### src/rtl/hfu_if.sv
// hfu_if: bundle between the decode stage and the hazard/forward unit.
//   master : decode side, drives the ID-stage instruction fields and flush,
//            receives the forward selects, stall and stall counter.
//   slave  : hazard_forward_unit side.
// Fields:
//   id_valid, id_rs, id_rt, id_uses_rt, id_dst, id_reg_write, id_mem_read,
//   flush                         -> unit
//   fwd_a_sel, fwd_b_sel (2b), stall, stall_cnt (32b) <- unit
interface hfu_if #(parameter int REG_AW = 5);
  logic              id_valid;
  logic [REG_AW-1:0] id_rs;
  logic [REG_AW-1:0] id_rt;
  logic              id_uses_rt;
  logic [REG_AW-1:0] id_dst;
  logic              id_reg_write;
  logic              id_mem_read;
  logic              flush;
  logic [1:0]        fwd_a_sel;
  logic [1:0]        fwd_b_sel;
  logic              stall;
  logic [31:0]       stall_cnt;

  modport master (
    output id_valid, id_rs, id_rt, id_uses_rt, id_dst, id_reg_write,
           id_mem_read, flush,
    input  fwd_a_sel, fwd_b_sel, stall, stall_cnt
  );

  modport slave (
    input  id_valid, id_rs, id_rt, id_uses_rt, id_dst, id_reg_write,
           id_mem_read, flush,
    output fwd_a_sel, fwd_b_sel, stall, stall_cnt
  );
endinterface

### src/rtl/hazard_forward_unit.sv
// hazard_forward_unit: data-hazard detection and operand forwarding for a
// classic 5-stage pipeline.
//   clk   : pipeline clock, rising edge
//   rst_n : asynchronous active-low reset
//   bus   : hfu_if.slave (ID fields + flush in; selects, stall, counter out)
// Keeps shadow copies of the EX, MEM and WB instructions. Selects are
// computed from the ID sources against EX/MEM and registered, so they line
// up with the instruction once it sits in EX (00 RF, 01 EX/MEM, 10 MEM/WB).
// A load in EX feeding the ID instruction stalls one cycle (RUN->LU_STALL).
// Optional feature macro: HFU_STALL_CNT_EN enables a saturating load-use
// stall counter on stall_cnt; without it stall_cnt is tied to 0.
module hazard_forward_unit #(
  parameter int REG_AW = 5
) (
  input  logic   clk,
  input  logic   rst_n,
  hfu_if.slave   bus
);

  typedef enum logic {RUN, LU_STALL} state_t;

  localparam logic [1:0] SEL_RF  = 2'b00;
  localparam logic [1:0] SEL_EX  = 2'b01;
  localparam logic [1:0] SEL_MEM = 2'b10;

  state_t state_q, state_d;

  // EX shadow entry
  logic              ex_valid_q, ex_valid_d;
  logic [REG_AW-1:0] ex_rs_q, ex_rs_d;
  logic [REG_AW-1:0] ex_rt_q, ex_rt_d;
  logic              ex_uses_rt_q, ex_uses_rt_d;
  logic [REG_AW-1:0] ex_dst_q, ex_dst_d;
  logic              ex_rw_q, ex_rw_d;
  logic              ex_mr_q, ex_mr_d;
  // MEM shadow entry
  logic              mem_valid_q, mem_valid_d;
  logic [REG_AW-1:0] mem_dst_q, mem_dst_d;
  logic              mem_rw_q, mem_rw_d;
  // WB shadow entry
  logic              wb_valid_q, wb_valid_d;
  logic [REG_AW-1:0] wb_dst_q, wb_dst_d;
  logic              wb_rw_q, wb_rw_d;

  logic [1:0] fwd_a_q, fwd_a_d;
  logic [1:0] fwd_b_q, fwd_b_d;

  logic stall;
  logic lu_hazard;
  logic ex_prod, mem_prod;
  logic ex_hit_a, ex_hit_b, mem_hit_a, mem_hit_b;

  // A stage is a forwarding producer only if it really writes a non-zero reg.
  assign ex_prod  = ex_valid_q  && ex_rw_q  && (ex_dst_q  != '0);
  assign mem_prod = mem_valid_q && mem_rw_q && (mem_dst_q != '0);

  assign ex_hit_a  = ex_prod  && (ex_dst_q  == bus.id_rs);
  assign ex_hit_b  = ex_prod  && (ex_dst_q  == bus.id_rt);
  assign mem_hit_a = mem_prod && (mem_dst_q == bus.id_rs);
  assign mem_hit_b = mem_prod && (mem_dst_q == bus.id_rt);

  // Load result is not available until MEM, so a consumer right behind it
  // must wait one cycle.
  assign lu_hazard = bus.id_valid && ex_valid_q && ex_mr_q && (ex_dst_q != '0) &&
                     ((ex_dst_q == bus.id_rs) ||
                      (bus.id_uses_rt && (ex_dst_q == bus.id_rt)));

  always_comb begin
    state_d = state_q;
    stall   = 1'b0;
    case (state_q)
      RUN: begin
        // flush kills the consumer, so there is nothing to stall for
        if (lu_hazard && !bus.flush) begin
          stall   = 1'b1;
          state_d = LU_STALL;
        end
      end
      LU_STALL: state_d = RUN;
      default:  state_d = RUN;
    endcase
  end

  always_comb begin
    ex_valid_d   = bus.id_valid && !stall && !bus.flush;
    ex_rs_d      = bus.id_rs;
    ex_rt_d      = bus.id_rt;
    ex_uses_rt_d = bus.id_uses_rt;
    ex_dst_d     = bus.id_dst;
    ex_rw_d      = bus.id_reg_write;
    ex_mr_d      = bus.id_mem_read;
    mem_valid_d  = ex_valid_q;
    mem_dst_d    = ex_dst_q;
    mem_rw_d     = ex_rw_q;
    wb_valid_d   = mem_valid_q;
    wb_dst_d     = mem_dst_q;
    wb_rw_d      = mem_rw_q;

    // Newer producer (EX) wins over MEM.
    fwd_a_d = ex_hit_a ? SEL_EX : (mem_hit_a ? SEL_MEM : SEL_RF);
    fwd_b_d = !bus.id_uses_rt ? SEL_RF :
              (ex_hit_b ? SEL_EX : (mem_hit_b ? SEL_MEM : SEL_RF));
    // A bubble enters EX on stall or flush; it must not forward anything.
    if (stall || bus.flush) begin
      fwd_a_d = SEL_RF;
      fwd_b_d = SEL_RF;
    end
  end

  always_ff @(posedge clk or negedge rst_n) begin
    if (!rst_n) begin
      state_q      <= RUN;
      ex_valid_q   <= 1'b0;
      ex_rs_q      <= '0;
      ex_rt_q      <= '0;
      ex_uses_rt_q <= 1'b0;
      ex_dst_q     <= '0;
      ex_rw_q      <= 1'b0;
      ex_mr_q      <= 1'b0;
      mem_valid_q  <= 1'b0;
      mem_dst_q    <= '0;
      mem_rw_q     <= 1'b0;
      wb_valid_q   <= 1'b0;
      wb_dst_q     <= '0;
      wb_rw_q      <= 1'b0;
      fwd_a_q      <= SEL_RF;
      fwd_b_q      <= SEL_RF;
    end else begin
      state_q      <= state_d;
      ex_valid_q   <= ex_valid_d;
      ex_rs_q      <= ex_rs_d;
      ex_rt_q      <= ex_rt_d;
      ex_uses_rt_q <= ex_uses_rt_d;
      ex_dst_q     <= ex_dst_d;
      ex_rw_q      <= ex_rw_d;
      ex_mr_q      <= ex_mr_d;
      mem_valid_q  <= mem_valid_d;
      mem_dst_q    <= mem_dst_d;
      mem_rw_q     <= mem_rw_d;
      wb_valid_q   <= wb_valid_d;
      wb_dst_q     <= wb_dst_d;
      wb_rw_q      <= wb_rw_d;
      fwd_a_q      <= fwd_a_d;
      fwd_b_q      <= fwd_b_d;
    end
  end

`ifdef HFU_STALL_CNT_EN
  logic [31:0] stall_cnt_q, stall_cnt_d;

  always_comb begin
    stall_cnt_d = stall_cnt_q;
    if (stall && (stall_cnt_q != 32'hFFFF_FFFF))
      stall_cnt_d = stall_cnt_q + 32'd1;
  end

  always_ff @(posedge clk or negedge rst_n) begin
    if (!rst_n) stall_cnt_q <= '0;
    else        stall_cnt_q <= stall_cnt_d;
  end

  assign bus.stall_cnt = stall_cnt_q;
`else
  assign bus.stall_cnt = '0;
`endif

  assign bus.fwd_a_sel = fwd_a_q;
  assign bus.fwd_b_sel = fwd_b_q;
  assign bus.stall     = stall;

endmodule
### src/flat_wrapper.sv
// flat-port wrapper written by rule: the top's interface ports become plain ports
module hazard_forward_unit_flat 
#(
  parameter int REG_AW = 5
)
  (clk, rst_n, bus_id_valid, bus_id_rs, bus_id_rt, bus_id_uses_rt, bus_id_dst, bus_id_reg_write, bus_id_mem_read, bus_flush, bus_fwd_a_sel, bus_fwd_b_sel, bus_stall, bus_stall_cnt);
  hfu_if #(.REG_AW(REG_AW)) bus_i ();
  input  logic clk;
  input  logic rst_n;
  input wire logic [$bits(bus_i.id_valid)-1:0] bus_id_valid;
  input wire logic [$bits(bus_i.id_rs)-1:0] bus_id_rs;
  input wire logic [$bits(bus_i.id_rt)-1:0] bus_id_rt;
  input wire logic [$bits(bus_i.id_uses_rt)-1:0] bus_id_uses_rt;
  input wire logic [$bits(bus_i.id_dst)-1:0] bus_id_dst;
  input wire logic [$bits(bus_i.id_reg_write)-1:0] bus_id_reg_write;
  input wire logic [$bits(bus_i.id_mem_read)-1:0] bus_id_mem_read;
  input wire logic [$bits(bus_i.flush)-1:0] bus_flush;
  output wire logic [$bits(bus_i.fwd_a_sel)-1:0] bus_fwd_a_sel;
  output wire logic [$bits(bus_i.fwd_b_sel)-1:0] bus_fwd_b_sel;
  output wire logic [$bits(bus_i.stall)-1:0] bus_stall;
  output wire logic [$bits(bus_i.stall_cnt)-1:0] bus_stall_cnt;
  assign bus_i.id_valid = bus_id_valid;
  assign bus_i.id_rs = bus_id_rs;
  assign bus_i.id_rt = bus_id_rt;
  assign bus_i.id_uses_rt = bus_id_uses_rt;
  assign bus_i.id_dst = bus_id_dst;
  assign bus_i.id_reg_write = bus_id_reg_write;
  assign bus_i.id_mem_read = bus_id_mem_read;
  assign bus_i.flush = bus_flush;
  assign bus_fwd_a_sel = bus_i.fwd_a_sel;
  assign bus_fwd_b_sel = bus_i.fwd_b_sel;
  assign bus_stall = bus_i.stall;
  assign bus_stall_cnt = bus_i.stall_cnt;
  hazard_forward_unit #(.REG_AW(REG_AW)) u_core (.clk(clk), .rst_n(rst_n), .bus(bus_i));
endmodule
### config.mk
export PLATFORM = sky130hd
export DESIGN_NAME = hazard_forward_unit_flat
export DESIGN_NICKNAME = d
export VERILOG_FILES = /design/src/rtl/hfu_if.sv /design/src/rtl/hazard_forward_unit.sv /design/src/flat_wrapper.sv
export SDC_FILE = /design/constraint.sdc
export NUM_CORES = 1
export LEC_CHECK = 0
export CAP_MARGIN = 20
export CORE_UTILIZATION = 39
export CTS_CLUSTER_DIAMETER = 200
export DETAILED_ROUTE_END_ITERATION = 8
export GPL_TIMING_DRIVEN = 0
export HOLD_SLACK_MARGIN = 0.1
export PLACE_DENSITY = 0.8
export SETUP_SLACK_MARGIN = 0.05
export SLEW_MARGIN = 20
export SYNTH_ARGS = -nofsm -noshare
export SYNTH_HDL_FRONTEND = slang
export SYNTH_SLANG_ARGS = --single-unit
### constraint.sdc
create_clock -name clk -period 2 [get_ports clk]
set_input_delay 0.6 -clock clk [delete_from_list [all_inputs] [get_ports clk]]
set_output_delay 0.6 -clock clk [all_outputs]
set_load 0.02 [all_outputs]
After elaboration in Yosys (flattened, before gate mapping) --
Cells that the tools add are included.
Word-level totals: register bits after elaboration 20, latch bits 0, RAM bits 0, ROM bits 0, input bits 22, output and inout bits 37, word-level logic and storage cells 47, memories 0
Operators by class: add/sub/neg operators 0, $mul 0, div/mod/pow operators 0, order comparisons 0, eq/ne operators 4, shift operators 0, muxes and demuxes 10, bitwise logic cells 1, reductions and logical operators 22
Operators with widths (number):
- 5-bit == test | 4
- 1-bit logical AND | 16
- 2-bit 2-to-1 mux | 7
- 5-bit nonzero test | 2
- 1-bit zero test | 2
- 1-bit logical OR | 2
- 1-bit 2-to-1 mux | 2
- 1-bit one-hot mux with 2 select lines | 1
- 1-bit inverter | 1

Logic depth before layout (Yosys ltp) --
word-level depth 10, mapped depth 5, gate-level depth less buffers 5

Least setup slack after synthesis --
No wires, ideal clock.
path kind input port to output port, from input port bus_id_rt[2], to output port bus_stall, arrival time 1.357 ns, required time 1.400 ns, path slack 0.043 ns, cell stages on the path 4, buffers on the path 0, cells stage by stage xor2_1 nor3_2 nand3_2 a21oi_4
Between the ends: longest elaborated chain between the ends 7
Ends and longest elaborated chain:
- start, declared | line flat_wrapper.sv:12 | input wire logic [$bits(bus_i.id_rt)-1:0] bus_id_rt;
- 5-bit == test | line hazard_forward_unit.sv:66 | (bus.id_uses_rt && (ex_dst_q == bus.id_rt)));
- 1-bit logical AND | line hazard_forward_unit.sv:66
- 1-bit logical OR | line hazard_forward_unit.sv:65 | ((ex_dst_q == bus.id_rs) ||
- 1-bit logical AND | line hazard_forward_unit.sv:64 | assign lu_hazard = bus.id_valid && ex_valid_q && ex_mr_q && (ex_dst_q != '0) &&
- 1-bit logical AND | line hazard_forward_unit.sv:74 | if (lu_hazard && !bus.flush) begin
- 1-bit 2-to-1 mux | line hazard_forward_unit.sv:74
- 1-bit 2-to-1 mux | line hazard_forward_unit.sv:71 | case (state_q)
- end, declared | line flat_wrapper.sv:20 | output wire logic [$bits(bus_i.stall)-1:0] bus_stall;
Every way passes these cells.

Final worst setup path --
from register u_core.ex_dst_q[3], to output port bus_stall
Between the ends: longest elaborated chain between the ends 7, elaborated cells between the ends (all ways) 10, those cells by class 2 x eq/ne; 2 x mux; 6 x reduce/logical
Ends and longest elaborated chain:
- start, declared | line hazard_forward_unit.sv:33 | logic [REG_AW-1:0] ex_dst_q, ex_dst_d;
- start signal, assigned | line hazard_forward_unit.sv:134 | ex_dst_q <= ex_dst_d;
- 5-bit == test | line hazard_forward_unit.sv:66
- 1-bit logical AND | line hazard_forward_unit.sv:66
- 1-bit logical OR | line hazard_forward_unit.sv:65
- 1-bit logical AND * | line hazard_forward_unit.sv:64
- 1-bit logical AND * | line hazard_forward_unit.sv:74
- 1-bit 2-to-1 mux * | line hazard_forward_unit.sv:74
- 1-bit 2-to-1 mux * | line hazard_forward_unit.sv:71
Mark *: on every way between the ends. The rest lies on a longest branch, timed or not.

==> results.sh <==
export IMPL_outcome="finished with violations"
export IMPL_violations="setup timing"
export IMPL_cts_tree="done"
export IMPL_start_util=0.4073
export IMPL_synth_xor_xnor_area_share=0.1573
export IMPL_cts_max_level=1
export IMPL_coreArea_mm2=0.002734
export IMPL_r2r_slack_ns=0.15
export IMPL_path_buf_inv=1
export IMPL_viasPerCell=4.058
export IMPL_synth_warnings=0
export IMPL_grt_pass1_vias=761
export IMPL_critPathRequiredTime_ns=1.40
export IMPL_fin_crit_sh=1.130
export IMPL_async_reset_ff_frac=1.000
export IMPL_leakage_uw=0.0008443
export IMPL_cp_start_kind="flop"
export IMPL_hold_slack_ns=0.3894
export IMPL_rows=19
export IMPL_worst_slack_ns=-0.2592
export IMPL_worstSetupPathType="reg -> out"
export IMPL_cp_startpoint="u_core.ex_dst_q[3]"
export IMPL_synth_seq_cells=20
export IMPL_worst_pin_slew_ns=0.8274
export IMPL_combPwrFrac=0.267
export IMPL_track_usage=0.1439
export IMPL_synth_fa_ha_area_frac=0
export IMPL_ys_flop_type="dfrtp_1"
export IMPL_p_seq_frac=0.479
export IMPL_dp_cells=189
export IMPL_vias=844
export IMPL_postPlaceCellArea_mm2=0.001529
export IMPL_io_pins=59
export IMPL_cts_made_buffers=3
export IMPL_p_int_uw=654.3
export IMPL_routed_top_layer="met4"
export IMPL_power_switching_uw=253.2
export IMPL_slowest_stage="dfrtp_2"
export IMPL_synth_cell_types=20
export IMPL_hold_class="reg -> reg"
export IMPL_synthSimpleGateAreaFrac=0.1506
export IMPL_crit_chain="xor2_2 -> nor3_2 -> nand3_2 -> a21oi_4 -> buf_6"
export IMPL_layout_commonest_cell="buf_4"
export IMPL_dp_hpwl_mm=1.573
export IMPL_skew_ns=0.008913
export IMPL_synth_seq_area_share=0.4494
export IMPL_insertion_delay_ns=0.30
export IMPL_stdcell_count=208
export IMPL_relSlewSlack=0.4467
export IMPL_portBuffers=26
export IMPL_rsz0062_at_grt="true"
export IMPL_crit_arrival_ns=1.66
export IMPL_synthMuxAreaShare=0
export IMPL_min_from="u_core.ex_rw_q"
export IMPL_post_route_drc_count=0
export IMPL_synth_area_mm2=0.001114
export IMPL_timing_fmax_mhz=442.6
export IMPL_layout_common_cells="buf_4, conb_1, dfrtp_1"
export IMPL_hold_viol_final=0
export IMPL_wl_met1_um=789
export IMPL_areaGrowthSynthToFinish_pct=50.56
export IMPL_finalMaxSlewViolations=0
export IMPL_grt_max_degree=21
export IMPL_cap_violations=0
export IMPL_cts_sinks=20
export IMPL_critPathMaxFanout=4
export IMPL_synth_edf_count=0
export IMPL_wl_met3_um=229
export IMPL_avgSynthCellArea_um2=11.03
export IMPL_cpPeakStageDelay_ns=0.46
export IMPL_clk_path_buf_depth=2
export IMPL_grt_pass1_wl_mm=3.387
export IMPL_clkPwrFrac=0.254
export IMPL_fin_crit_ns=2.259
export IMPL_crit_family="flip-flops"
export IMPL_dieArea_mm2=0.003073
export IMPL_finalNetCount=200
export IMPL_root_buffer="clkbuf_4"
export IMPL_gp_congestion=0.7969
export IMPL_synth_top_family_by_area="buffers and inverters"
export IMPL_setup_viol=1
export IMPL_route_met2_wl_mm=1.073
export IMPL_rr_startpoint="u_core.ex_dst_q[4]"
export IMPL_routedWlPerCell_um=10.21
export IMPL_place_worst_setup_slack_ns=-1.131
export IMPL_final_antenna_net_count=0
export IMPL_synth_compound_area_frac=0.02360
export IMPL_max_vdd_ir_drop_mv=0.5772
export IMPL_dieWidth_um=55.44
export IMPL_power_per_cell_area_mw_per_mm2=541.2
export IMPL_cts_hold_fix_buffers=0
export IMPL_fin_setup_tns_ns=-0.2592
export IMPL_synthCells=101
export IMPL_totalWireLength_mm=2.123
export IMPL_drive_gt1_frac=0.4181
export IMPL_sw_frac_of_total=0.2790
export IMPL_end_kind="primary output"
export IMPL_antenna_found_initial=0
export IMPL_fp_dieH_um=55.44
export IMPL_path_clk_slew_ns=0.11
export IMPL_final_area_mm2=0.001677
export IMPL_gr_total_overflow=0
export IMPL_first_pass_iters=4
export IMPL_drt_iter0_drc=14
export IMPL_diodes=0
[registers in the layout, summed over array words and instances (netlist names)]
signal	cells
u_core.ex_valid_q	1
u_core.bus.fwd_a_sel	2
u_core.ex_mr_q	1
u_core.mem_dst_q	5
u_core.state_q	1
u_core.mem_rw_q	1
u_core.ex_dst_q	5
u_core.mem_valid_q	1
u_core.ex_rw_q	1
u_core.bus.fwd_b_sel	2
[final cells by class]
cell class              instances  area, um^2
repair buffers                 41       342.8
well taps                      31       38.79
fillers                       238        1057
flip-flops and latches         20       504.2
plain buffers                  32       240.2
clock buffers                   4       36.28
multi-input cells              80       514.2
[through the flow]
step | utilization | total power (uW)
2_1_floorplan | - | 585.2
3_3_place_gp | 0.5593 | 648.6
3_5_place_dp | 0.5593 | 652.7
4_1_cts | 0.6055 | 899.4
5_1_grt | 0.6133 | 956.3
6_report | 0.6133 | 907.5
[worst reg2reg max path, delay by kind of cell (launching register included)]
family                 cells  cell delay [ns]
XOR/XNOR                   1             0.20
buffers and inverters      6             0.72
AND/OR/NAND/NOR            4             0.43
flip-flops                 1             0.44
[synthesized netlist by cell type (2+ instances only)]
cell type   n  share of area
buf_4      32           0.22
dfrtp_1    20           0.45
xor2_1     14           0.11
xnor2_1     6          0.047
nand3_1     4          0.018
nor2_1      4          0.013
nand2_1     3          0.010
nor3_1      3          0.013
nand3_2     2          0.018
nor3_2      2          0.018
nor4_2      2          0.022
[metal layers]
| metal | track usage | up-vias |
|---|---|---|
| met5 | 0 | - |
| met4 | 0.06429 | 0 |
| met3 | 0.04918 | 4 |
| met2 | 0.2616 | 53 |
| met1 | 0.1474 | 372 |
| li1 | - | 415 |
[power groups by stage]
stage | clock (uW) | sequential, uW | combinational [uW]
finish | 230 | 435 | 242
global route | 260 | 437 | 260
CTS | 234 | 434 | 232
detailed placement | 0 | 443 | 210
global placement | 0 | 442 | 207
floorplan | 0 | 440 | 146
[worst paths after layout]
check,end,cells past startpoint
max reg2reg,u_core.bus.fwd_b_sel[1],11
min reg2reg,u_core.mem_rw_q,0
max,bus_stall,5
max in group asynchronous,u_core.ex_dst_q[0],1
min,u_core.mem_rw_q,0
min in group asynchronous,u_core.mem_dst_q[1],1
[cell families (layout without fill, tap and decap cells)]
logic type / Yosys count / after routing
flops: 20 / 20
simple gates: 25 / 25
xor+xnor: 20 / 20
compound gates: 3 / 3
other cells: 1 / 32
buf+inv: 32 / 77
[timing repair]
action / CTS / global route
hold endpoints to repair: 0 / 0
endpoints found under the setup margin: 1 / 2
resized for setup: 43 / 5
pin swaps: 9 / 4
buffers inserted: 13 / 2
Power figures use the tool's default switching activity.
